**config.mk**
```make
export PLATFORM = sky130hd
export DESIGN_NAME = bsg_noc_link_loopback
export DESIGN_NICKNAME = d
export VERILOG_FILES = /design/src/rtl/bsg_noc_link_loopback.sv
export SDC_FILE = /design/constraint.sdc
export NUM_CORES = 1
export LEC_CHECK = 0
export ABC_AREA = 0
export BUFFER_PORTS_ARGS = -buffer_cell sky130_fd_sc_hd__buf_2
export CORE_MARGIN = 2
export CORE_UTILIZATION = 30
export CTS_CLUSTER_DIAMETER = 150
export CTS_CLUSTER_SIZE = 40
export DETAILED_ROUTE_END_ITERATION = 7
export GPL_TIMING_DRIVEN = 1
export SYNTH_ARGS = -nofsm -noshare
export SYNTH_HDL_FRONTEND = slang
export SYNTH_SLANG_ARGS = --single-unit
```
**constraint.sdc**
```tcl
create_clock -name clk_i -period 3.1 [get_ports clk_i]
set_clock_uncertainty 0.15 [all_clocks]
set_input_delay 0.155 -clock clk_i [delete_from_list [all_inputs] [get_ports clk_i]]
set_output_delay 0.155 -clock clk_i [all_outputs]
set_load 0.01 [all_outputs]
```
**src/rtl/bsg_noc_link_loopback.sv**
```systemverilog
// Per-channel NoC link loopback: each channel either passes flits between router
// and external link, or buffers router output in a small FIFO and replays it back in.
module bsg_noc_link_loopback #(
  parameter int width_p       = 32,
  parameter int channels_p    = 5,
  parameter int els_p         = 4,
  parameter int count_width_p = 16
) (
  input  logic                              clk_i,
  input  logic                              reset_n_i,
  input  logic [channels_p-1:0]             mode_i,

  input  logic [channels_p-1:0]             router_v_i,
  input  logic [channels_p*width_p-1:0]     router_data_i,
  output logic [channels_p-1:0]             router_ready_and_o,

  output logic [channels_p-1:0]             router_v_o,
  output logic [channels_p*width_p-1:0]     router_data_o,
  input  logic [channels_p-1:0]             router_ready_and_i,

  input  logic [channels_p-1:0]             ext_v_i,
  input  logic [channels_p*width_p-1:0]     ext_data_i,
  output logic [channels_p-1:0]             ext_ready_and_o,

  output logic [channels_p-1:0]             ext_v_o,
  output logic [channels_p*width_p-1:0]     ext_data_o,
  input  logic [channels_p-1:0]             ext_ready_and_i,

  output logic [channels_p-1:0]             busy_o,
  output logic [channels_p*count_width_p-1:0] count_o
);

  localparam int ptrW = $clog2(els_p);

  typedef enum logic [1:0] {PASS, LOOP, DRAIN} state_e;

  for (genvar c = 0; c < channels_p; c++) begin : gCh
    state_e                   state_q, state_d;
    logic [ptrW:0]            wrPtr_q, wrPtr_d, rdPtr_q, rdPtr_d;
    logic [count_width_p-1:0] cnt_q, cnt_d;
    logic [width_p-1:0]       mem_q [els_p];
    logic                     full, empty, enq, deq;
    logic [width_p-1:0]       rInData, eInData, head;
    logic                     rvo, rrdyo, evo, erdyo;
    logic [width_p-1:0]       rdo, edo;

    assign rInData = router_data_i[c*width_p +: width_p];
    assign eInData = ext_data_i[c*width_p +: width_p];

    // Top pointer bit distinguishes full from empty when the index bits match.
    assign empty = (wrPtr_q == rdPtr_q);
    assign full  = (wrPtr_q[ptrW] != rdPtr_q[ptrW]) &&
                   (wrPtr_q[ptrW-1:0] == rdPtr_q[ptrW-1:0]);
    assign head  = mem_q[rdPtr_q[ptrW-1:0]];

    assign enq = (state_q == LOOP) && router_v_i[c] && !full;
    assign deq = (state_q != PASS) && !empty && router_ready_and_i[c];

    always_comb begin
      wrPtr_d = enq ? wrPtr_q + 1'b1 : wrPtr_q;
      rdPtr_d = deq ? rdPtr_q + 1'b1 : rdPtr_q;
      cnt_d   = cnt_q;
      if (deq && (cnt_q != '1)) cnt_d = cnt_q + 1'b1;
      state_d = state_q;
      // Leaving LOOP/DRAIN looks at post-edge occupancy so PASS is never entered with data.
      unique case (state_q)
        PASS:    if (mode_i[c]) state_d = LOOP;
        LOOP:    if (!mode_i[c]) state_d = (wrPtr_d == rdPtr_d) ? PASS : DRAIN;
        DRAIN: begin
          if (mode_i[c])                state_d = LOOP;
          else if (wrPtr_d == rdPtr_d)  state_d = PASS;
        end
        default: state_d = PASS;
      endcase
    end

    always_comb begin
      rvo   = ext_v_i[c];
      rdo   = eInData;
      erdyo = router_ready_and_i[c];
      evo   = router_v_i[c];
      edo   = rInData;
      rrdyo = ext_ready_and_i[c];
      if (state_q != PASS) begin
        rvo   = !empty;
        rdo   = head;
        erdyo = 1'b0;
        evo   = 1'b0;
        rrdyo = (state_q == LOOP) && !full;
      end
    end

    always_ff @(posedge clk_i or negedge reset_n_i) begin
      if (!reset_n_i) begin
        state_q <= PASS;
        wrPtr_q <= '0;
        rdPtr_q <= '0;
        cnt_q   <= '0;
      end else begin
        state_q <= state_d;
        wrPtr_q <= wrPtr_d;
        rdPtr_q <= rdPtr_d;
        cnt_q   <= cnt_d;
      end
    end

    always_ff @(posedge clk_i) begin
      if (enq) mem_q[wrPtr_q[ptrW-1:0]] <= rInData;
    end

    assign router_v_o[c]                          = rvo;
    assign router_data_o[c*width_p +: width_p]    = rdo;
    assign ext_ready_and_o[c]                     = erdyo;
    assign ext_v_o[c]                             = evo;
    assign ext_data_o[c*width_p +: width_p]       = edo;
    assign router_ready_and_o[c]                  = rrdyo;
    assign busy_o[c]                              = (state_q != PASS);
    assign count_o[c*count_width_p +: count_width_p] = cnt_q;
  end

endmodule

```
[Word-level counts from Yosys, hierarchy flattened]
Memory sizes are Yosys's and may differ from the RTL's.
Index checks and enable logic that the tools add are counted.
Word-level totals
  flip-flop bits (word level): 120
  memory bits (writable): 640
  input bits: 347
  output and inout bits: 425
  word-level logic and storage cells: 225
  memories kept: 5
Memories
  gCh[0].mem_q: depth 4, width 32, read ports 1, clocked after memory_dff 0, write ports 1, line 41  | logic [width_p-1:0] mem_q [els_p];
  gCh[1].mem_q: depth 4, width 32, read ports 1, clocked after memory_dff 0, write ports 1, line 41
  gCh[2].mem_q: depth 4, width 32, read ports 1, clocked after memory_dff 0, write ports 1, line 41
  gCh[3].mem_q: depth 4, width 32, read ports 1, clocked after memory_dff 0, write ports 1, line 41
  gCh[4].mem_q: depth 4, width 32, read ports 1, clocked after memory_dff 0, write ports 1, line 41
Operators by class
  $add $sub $neg: 15
  equal/unequal tests: 50
  mux-type cells: 75
  reduce and logical (&&, ||, !) cells: 60
Operators with widths (number)
  $mux 32: 5
  $add 16x1->16 const B: 5
  $ne 16x16->1 const B: 5
  $mux 2: 25
  $logic_and 1x1->1: 35
  $add 3x1->3 const B: 10
  $eq 3x3->1: 10
  $mux 1: 30
  $mux 3: 10
  $pmux 2 s3: 5
  $ne 2x2->1 const B: 10
  $ne 3x3->1 const B: 5
  $reduce_and 3->1: 5
  $eq 2x1->1 const B: 5
  $eq 2x2->1: 5
  $eq 2x2->1 const B: 5
  $logic_not 1->1: 10
  $logic_not 2->1: 5
  $reduce_bool 2->1: 5
  $ne 1x1->1: 5

[Depth between registers and ports, before layout]
Gate-level depths: netlist of the first run.
  depth after elaboration: 9
  gate-level depth with buffers: 8

[Worst setup path after synthesis of the first run]
Ideal clock, no wire load.
  path type: flip-flop to flip-flop
  start point: register gCh[3].rdPtr_q[0]
  end point: memory gCh[3].mem_q[3][0] (enable)
  setup time: 0.392 ns
  arrival: 2.286 ns
  data required time: 2.558 ns
  path slack: 0.271 ns
  cell stages (with the launch flop): 7
  buffers on the path: 1
  clock period less this slack: 2.829 ns
  path through: dfrtp_1 > buf_2 > xnor2_2 > nand2_1 > nor2_1 > nor3_1 > and2_1
On the way
  longest elaborated chain between the ends: 6
RTL lines
  start: declaration: line 39  | logic [ptrW:0] wrPtr_q, wrPtr_d, rdPtr_q, rdPtr_d;
  start signal: assignment: line 102  | rdPtr_q <= rdPtr_d;
  $eq 2x2->1: line 53  | (wrPtr_q[ptrW-1:0] == rdPtr_q[ptrW-1:0]);
  $logic_and 1x1->1: line 52  | assign full = (wrPtr_q[ptrW] != rdPtr_q[ptrW]) &&
  $logic_not 1->1: line 56  | assign enq = (state_q == LOOP) && router_v_i[c] && !full;
  $logic_and 1x1->1: line 56
  $mux 1: line 108  | if (enq) mem_q[wrPtr_q[ptrW-1:0]] <= rInData;
  $mux 1 (implied by the code): line 108
  end: declaration: line 41
No other way between the ends.

[Worst setup path after layout of the first run]
  start point: register gCh[2].rdPtr_q[0]
  end point: output router_ready_and_o[2]
On the way
  longest elaborated chain between the ends: 5
RTL lines
  start: declaration: line 39
  start signal: assignment: line 102
  $eq 2x2->1: line 53
  $logic_and 1x1->1: line 52
  $logic_not 1->1: line 89  | rrdyo = (state_q == LOOP) && !full;
  $logic_and 1x1->1: line 89
  $mux 1: line 84  | if (state_q != PASS) begin
  end: declaration: line 15  | output logic [channels_p-1:0] router_ready_and_o,
No other way between the ends.

==> results of run 1 <==
-- layout make-up --
class	instances	area, um^2	share of cell area, %
Inverter	23	86.3	0.214
Multi-Input combinational cell	839	9190	22.8
Antenna cell	3	7.51	0.0186
Clock buffer	40	639	1.59
Sequential cell	760	22200	55.2
Timing Repair Buffer	999	6270	15.6
Tap cell	1476	1850	4.59
-- worst max-delay path, cell delays in order (launching register included) --
cell      delay, ns
dfrtp_4        0.62
xnor2_2        0.23
and2_1         0.21
a311oi_1       0.68
buf_2          0.28
-- kinds of logic after synthesis --
logic type,after synthesis
flops,760
compound gates,84
mux,332
simple gates,263
fa+ha+maj,30
xor+xnor,130
buf+inv,272
-- worst paths after layout --
check | slack [ns] | cells after the start | startpoint | endpoint
setup / recovery | 0.13 | 4 | gCh[2].rdPtr_q[0] | router_ready_and_o[2]
hold / removal | 0.08 | 4 | router_ready_and_i[2] | gCh[2].rdPtr_q[0]
setup reg to reg | 0.24 | 8 | gCh[2].rdPtr_q[1] | gCh[2].state_q[1]
hold reg to reg | 0.35 | 1 | gCh[1].cnt_q[13] | gCh[1].cnt_q[13]
max in group asynchronous | 1.96 | 4 | reset_n_i | gCh[2].rdPtr_q[0]
min in group asynchronous | 0.50 | 4 | reset_n_i | gCh[4].state_q[1]
-- routing by layer --
layer	share of wire, %	up-vias	track usage, %
li1	-	8568	-
met1	41	9434	16.6
met2	51	493	23.3
met3	5.8	67	2.84
met4	2.2	0	2.73
met5	0	-	0
-- sequential cells by signal (all words and copies together) (netlist names) --
signal	flops
gCh.state_q	10
gCh.wrPtr_q	15
gCh.mem_q	640
gCh.cnt_q	80
gCh.rdPtr_q	15
-- cell usage in the layout, fill, tap and decap left out, types with 9 or more instances in the layout --
| master | n |
|---|---|
| o21ai_0 | 16 |
| edfxtp_1 | 640 |
| buf_4 | 31 |
| clkbuf_1 | 17 |
| and3_1 | 12 |
| inv_1 | 20 |
| and2_1 | 37 |
| mux2_2 | 170 |
| dfrtp_1 | 115 |
| a21oi_1 | 9 |
| xnor2_1 | 85 |
| dlygate4sd3_1 | 177 |
| nand2_1 | 61 |
| buf_12 | 18 |
| xor2_1 | 41 |
| nor2_1 | 45 |
| clkbuf_16 | 23 |
| nand4_1 | 24 |
| a211oi_1 | 9 |
| buf_2 | 770 |
| ha_1 | 30 |
| nand3_1 | 26 |
| mux4_2 | 160 |
| nor3_1 | 16 |
-- power groups by stage --
stage,clock network (uW),registers (uW),logic [uW]
floorplan,0,13300,8510
global placement,0,13500,12300
detailed placement,0,13600,12200
CTS,4510,13300,12500
global route,4790,13500,13300
finish,4290,13300,12200
-- stage by stage --
stage / total power [uW] / cells / util (%) / hold WS [ns] / setup WS, ns
2_1_floorplan: 21800 / 1871 / - / -0.291 / 0.271
3_3_place_gp: 25800 / 3919 / 34.6 / 0.0383 / 0.494
3_5_place_dp: 25800 / 3919 / 34.6 / 0.0370 / 0.433
4_1_cts: 30300 / 4137 / 36.8 / 0.0176 / 0.0569
5_1_grt: 31600 / 4138 / 36.8 / 0.0555 / 0.0169
6_report: 29800 / 4140 / 36.8 / 0.0751 / 0.134
-- timing repair --
action | in CTS | in global routing
resized for setup | 2 | 1
hold buffers | 178 | 0
endpoints found under the setup margin | 26 | 1
endpoints found under the hold margin | 791 | 0
gates cloned | 0 | 0
==> summary.txt, run 1 <==
outcome - finished, final reports clean
Flop pwr share - 44.6%
fraction of layout cells with a size suffix above 1 - 45.4%
crit-path max FO - 11
DP Wirelength - 54700 um
worst-skew pair later-pin latency - 0.63 ns
post-synthesis xor/xnor area fraction - 3.52%
DRT antenna net count - 0
Critical Path End Type - primary output
Synth Area in Simple Gates - 4.32%
Overflow after GRT - 0
die width - 336 um
worst vdd ir - 0.000552 V
initial core utilization - 30.3%
Lkg Pwr - 0.0149 uW
DRC Markers - 0
critical path arrival - 2.66 ns
Compound-Gate Fraction of Synth Area - 1.98%
post-synthesis instance area - 33200 um^2
clk slew on worst S/H paths - 0.14 ns
synth cell count leaders - 640 x edfxtp_1, 185 x buf_4, 170 x mux2_2, 160 x mux4_2, 120 x dfrtp_1
HP Class - primary input to register
multiplexer share of the synthesized area - 16.7%
Post-CTS Setup Repair Bufs - 0
routed len/inst - 18.9 um
Ports - 772
placed inst area - 37800 um^2
crit share post-route - 95.7%
Slew HR - 47.4%
top-count cell post-synth - edfxtp_1
P_int - 19800 uW
Setup CP Type - register to primary output
f_max - 337 MHz
I/O Buffers - 771
P per Cell Area - 741 nW/um^2
first-pass GRT wire length - 115000 um
Async S/R FF share, synth - 15.8%
FF+latch count, synth - 760
Final Hold Viols - 0
vias per cell - 4.48
Filler cells - 10279
Sw Ratio - 33.6%
Startpoint Class - register
leading area contributor after synthesis - edfxtp_1
vias in the first global route - 18587
top cell type's share of synthesized area - 58.0%
setup TNS - 0 ns
core region area - 109000 um^2
1st-iter DRT viols - 961
DR pass1 iterations - 5
Vias - 18562
Final Net Count - 3022
syn_nets - 2248
pin count of the biggest net entering global routing - 58
CTS tree - built
minimum clock period - 2.97 ns
worst path required time - 2.79 ns
slew of the pin with the lowest slew margin - 0.789 ns
Avg Inst Size Synth - 17.7 um^2
Mapped Cells - 1871
largest family of logic cells by synthesized area - multiplexers
GRT Util Overall - 13.2%
initial antenna violation count - 2
final wirelength - 78100 um
die area - 113000 um^2
top_reg_cell synth - edfxtp_1
RSZ-0062 raised after global routing - false
Area contributors post-synth - edfxtp_1 58%, mux4_2 11%, dfrtp_1 9.1%
Clock Path Buffers - 3
routability cong. - 0.795
count of cell types in the netlist - 73
num rows - 121
H-tree levels - 1
Root Buffer - clkbuf_16
EDFF count, synth - 640
Yosys warning count - 0
Net Switching - 10000 uW
maxcap violations - 0
final setup fails - 0
sequential share of the synthesized area - 67.0%
combinational power share - 41.0%
Synth-to-Final Area Change - 21.4%
final instance area - 40300 um^2
Clk pwr share - 14.4%
CTS sink count - 760
die height - 336 um
Slew Limit Fails - 0
total CTS buffers - 22
post-synthesis adder-cell area fraction - 1.13%
(Power assumes the default switching activity.)
==> run 2: changes to the inputs <==
--- a/config.mk
+++ b/config.mk
@@ -8,7 +8,7 @@
 export ABC_AREA = 0
 export BUFFER_PORTS_ARGS = -buffer_cell sky130_fd_sc_hd__buf_2
 export CORE_MARGIN = 2
-export CORE_UTILIZATION = 30
+export CORE_UTILIZATION = 35
 export CTS_CLUSTER_DIAMETER = 150
 export CTS_CLUSTER_SIZE = 40
 export DETAILED_ROUTE_END_ITERATION = 7
==> constraint.sdc (replaced) <==
create_clock -name clk_i -period 3.1 [get_ports clk_i]
set_clock_uncertainty 0.15 [all_clocks]
set_input_delay 0.155 -clock clk_i [delete_from_list [all_inputs] [get_ports clk_i]]
set_output_delay 0.155 -clock clk_i [all_outputs]
set_load 0.1 [all_outputs]
==> summary.txt, run 2 (same netlist as run 1, synthesis figures left out) <==
Sw Ratio - 51.2% (was 33.6%)
pin count of the biggest net entering global routing - 51 (was 58)
crit-path max FO - 26 (was 11)
HP Class - primary input to register (unchanged)
Synth-to-Final Area Change - 21.0% (was 21.4%)
clk slew on worst S/H paths - 0.14 ns (about the same)
initial core utilization - 35.4% (was 30.3%)
RSZ-0062 raised after global routing - false (unchanged)
Clock Path Buffers - 3 (unchanged)
outcome - finished, final reports clean (unchanged)
vias per cell - 4.85 (was 4.48)
I/O Buffers - 771 (unchanged)
GRT Util Overall - 15.6% (was 13.2%)
Root Buffer - clkbuf_16 (unchanged)
commonest cells after routing, fill and taps aside - 766 x buf_2, 640 x edfxtp_1, 179 x dlygate4sd3_1, 170 x mux2_2, 160 x mux4_2 (was 770 x buf_2, 640 x edfxtp_1, 177 x dlygate4sd3_1, 170 x mux2_2, 160 x mux4_2)
P_int - 20000 uW (was 19800 uW)
Slew HR - 43.4% (was 47.4%)
CTS tree - built (unchanged)
Critical Path End - router_data_o[89] (was router_ready_and_o[2])
Final Hold Viols - 0 (unchanged)
DR pass1 iterations - 7 (was 5)
critical path arrival - 2.63 ns (was 2.66 ns)
crit share post-route - 94.8% (was 95.7%)
Startpoint Class - register (unchanged)
Setup CP Type - register to primary output (unchanged)
Hold WS - 0.126 ns (was 0.0751 ns)
Critical R2R Capture - gCh[1].state_q[1] (was gCh[2].state_q[1])
worst vdd ir - 0.00106 V (was 0.000552 V)
vias in the first global route - 19452 (was 18587)
fin util - 42.9% (was 36.8%)
die height - 312 um (was 336 um)
worst path required time - 2.79 ns (about the same)
Critical path origin - gCh[2].rdPtr_q[0] (unchanged)
1st-iter DRT viols - 1210 (was 961)
Clk pwr share - 10.8% (was 14.4%)
Final Net Count - 3028 (was 3022)
fraction of layout cells with a size suffix above 1 - 45.5% (was 45.4%)
minimum clock period - 2.94 ns (was 2.97 ns)
combinational power share - 56.8% (was 41.0%)
Flop pwr share - 32.4% (was 44.6%)
Critical Path End Type - primary output (unchanged)
path depth of the worst reg2reg path - 9 (was 8)
DRT antenna net count - 0 (unchanged)
Overflow after GRT - 0 (unchanged)
die width - 312 um (was 336 um)
final setup fails - 0 (unchanged)
maxcap violations - 0 (unchanged)
Lkg Pwr - 0.0150 uW (was 0.0149 uW)
# diodes - 0 (was 3)
Slew Limit Fails - 0 (unchanged)
worst-skew pair later-pin latency - 0.64 ns (was 0.63 ns)
routed len/inst - 20.0 um (was 18.9 um)
H-tree levels - 1 (unchanged)
max reg flops - 640 (unchanged)
first-pass GRT wire length - 119000 um (was 115000 um)
DP Wirelength - 54800 um (was 54700 um)
reg2reg setup slack - 0.18 ns (was 0.24 ns)
Post-CTS Setup Repair Bufs - 0 (unchanged)
core region area - 93600 um^2 (was 109000 um^2)
initial antenna violation count - 4 (was 2)
most common cell after layout, fill and taps aside - buf_2 (unchanged)
Hold Path Depth - 2 (was 4)
P per Cell Area - 1020 nW/um^2 (was 741 nW/um^2)
Vias - 19033 (was 18562)
reg-to-reg critical path startpoint - gCh[1].rdPtr_q[1] (was gCh[2].rdPtr_q[1])
Net Switching - 20900 uW (was 10000 uW)
Ports - 772 (unchanged)
final wirelength - 78500 um (was 78100 um)
CTS sink count - 760 (unchanged)
setup TNS - 0 ns (unchanged)
f_max - 340 MHz (was 337 MHz)
DRC Markers - 0 (unchanged)
num rows - 112 (was 121)
total CTS buffers - 23 (was 22)
routability cong. - 0.847 (was 0.795)
die area - 97200 um^2 (was 113000 um^2)
slew of the pin with the lowest slew margin - 0.842 ns (was 0.789 ns)
==> run 2: cell types whose count changed in the layout (fill, tap and decap cells not counted), sizes merged <==
cell         change
buf              +3
inv              +2
dlygate4sd3      +2
clkbuf           -2
diode            -3
clkinv           +1
==> run 2: worst max-delay path: stages, from the launching register on <==
cell,delay (ns)
dfrtp_4,0.59
buf_12,0.27
mux4_2,0.56
mux2_2,0.27
buf_2,0.29
==> run 2: worst min-delay path by stage <==
stage	startpoint	end	slack (ns)
floorplan	reset_n_i	gCh[0].cnt_q[0]	-0.29
global placement	reset_n_i	gCh[3].cnt_q[14]	-0.04
detailed placement	reset_n_i	gCh[3].cnt_q[14]	-0.03
CTS	router_data_i[121]	gCh[3].mem_q[0][25]	0.06
global route	router_data_i[1]	gCh[0].mem_q[0][1]	0.09
finish	router_data_i[52]	gCh[1].mem_q[2][20]	0.13
==> run 2: what timing repair did <==
| item | CTS | global route |
|---|---|---|
| gates resized for setup | 1 | 6 |
| endpoints found under the setup margin | 3 | 80 |
| hold endpoints to repair | 791 | 0 |
| hold buffers | 180 | 0 |
==> run 2: area by class of cell <==
class                   count  area [um^2]
flip-flops and latches    760        22200
clock buffers              38          632
inverters                  23         91.3
multi-input cells         839         9190
clock inverters             3         55.1
repair buffers           1004         6350
fillers                  8337        53500
well taps                1254         1570
==> run 2: metrics by stage <==
step / instance area, um^2 / std cells / power, uW / worst slack, ns
after floorplan: 33200 / 1871 / 32500 / 0.271
after global placement: 37600 / 3700 / 36400 / 0.728
after detailed placement: 37600 / 3700 / 36700 / 0.665
after CTS: 40100 / 3921 / 41400 / 0.00268
after global routing: 40100 / 3921 / 42600 / 0.00138
final: 40100 / 3921 / 40900 / 0.163
==> run 2: layer usage <==
layer	GRT usage, %	vias to the layer above	wire (um)
met5	0	-	27
met4	2.38	4	1060
met3	2.32	57	4090
met2	28.1	581	41200
met1	20.2	9813	32200
li1	-	8578	-
==> run 2: power by group through the flow <==
stage	Sequential [uW]	Clock [uW]	Combinational, uW
5_1_grt	13400	4940	24300
2_1_floorplan	14500	0	18000
4_1_cts	13300	4630	23400
3_3_place_gp	13400	0	23000
6_report	13300	4410	23200
3_5_place_dp	13500	0	23200
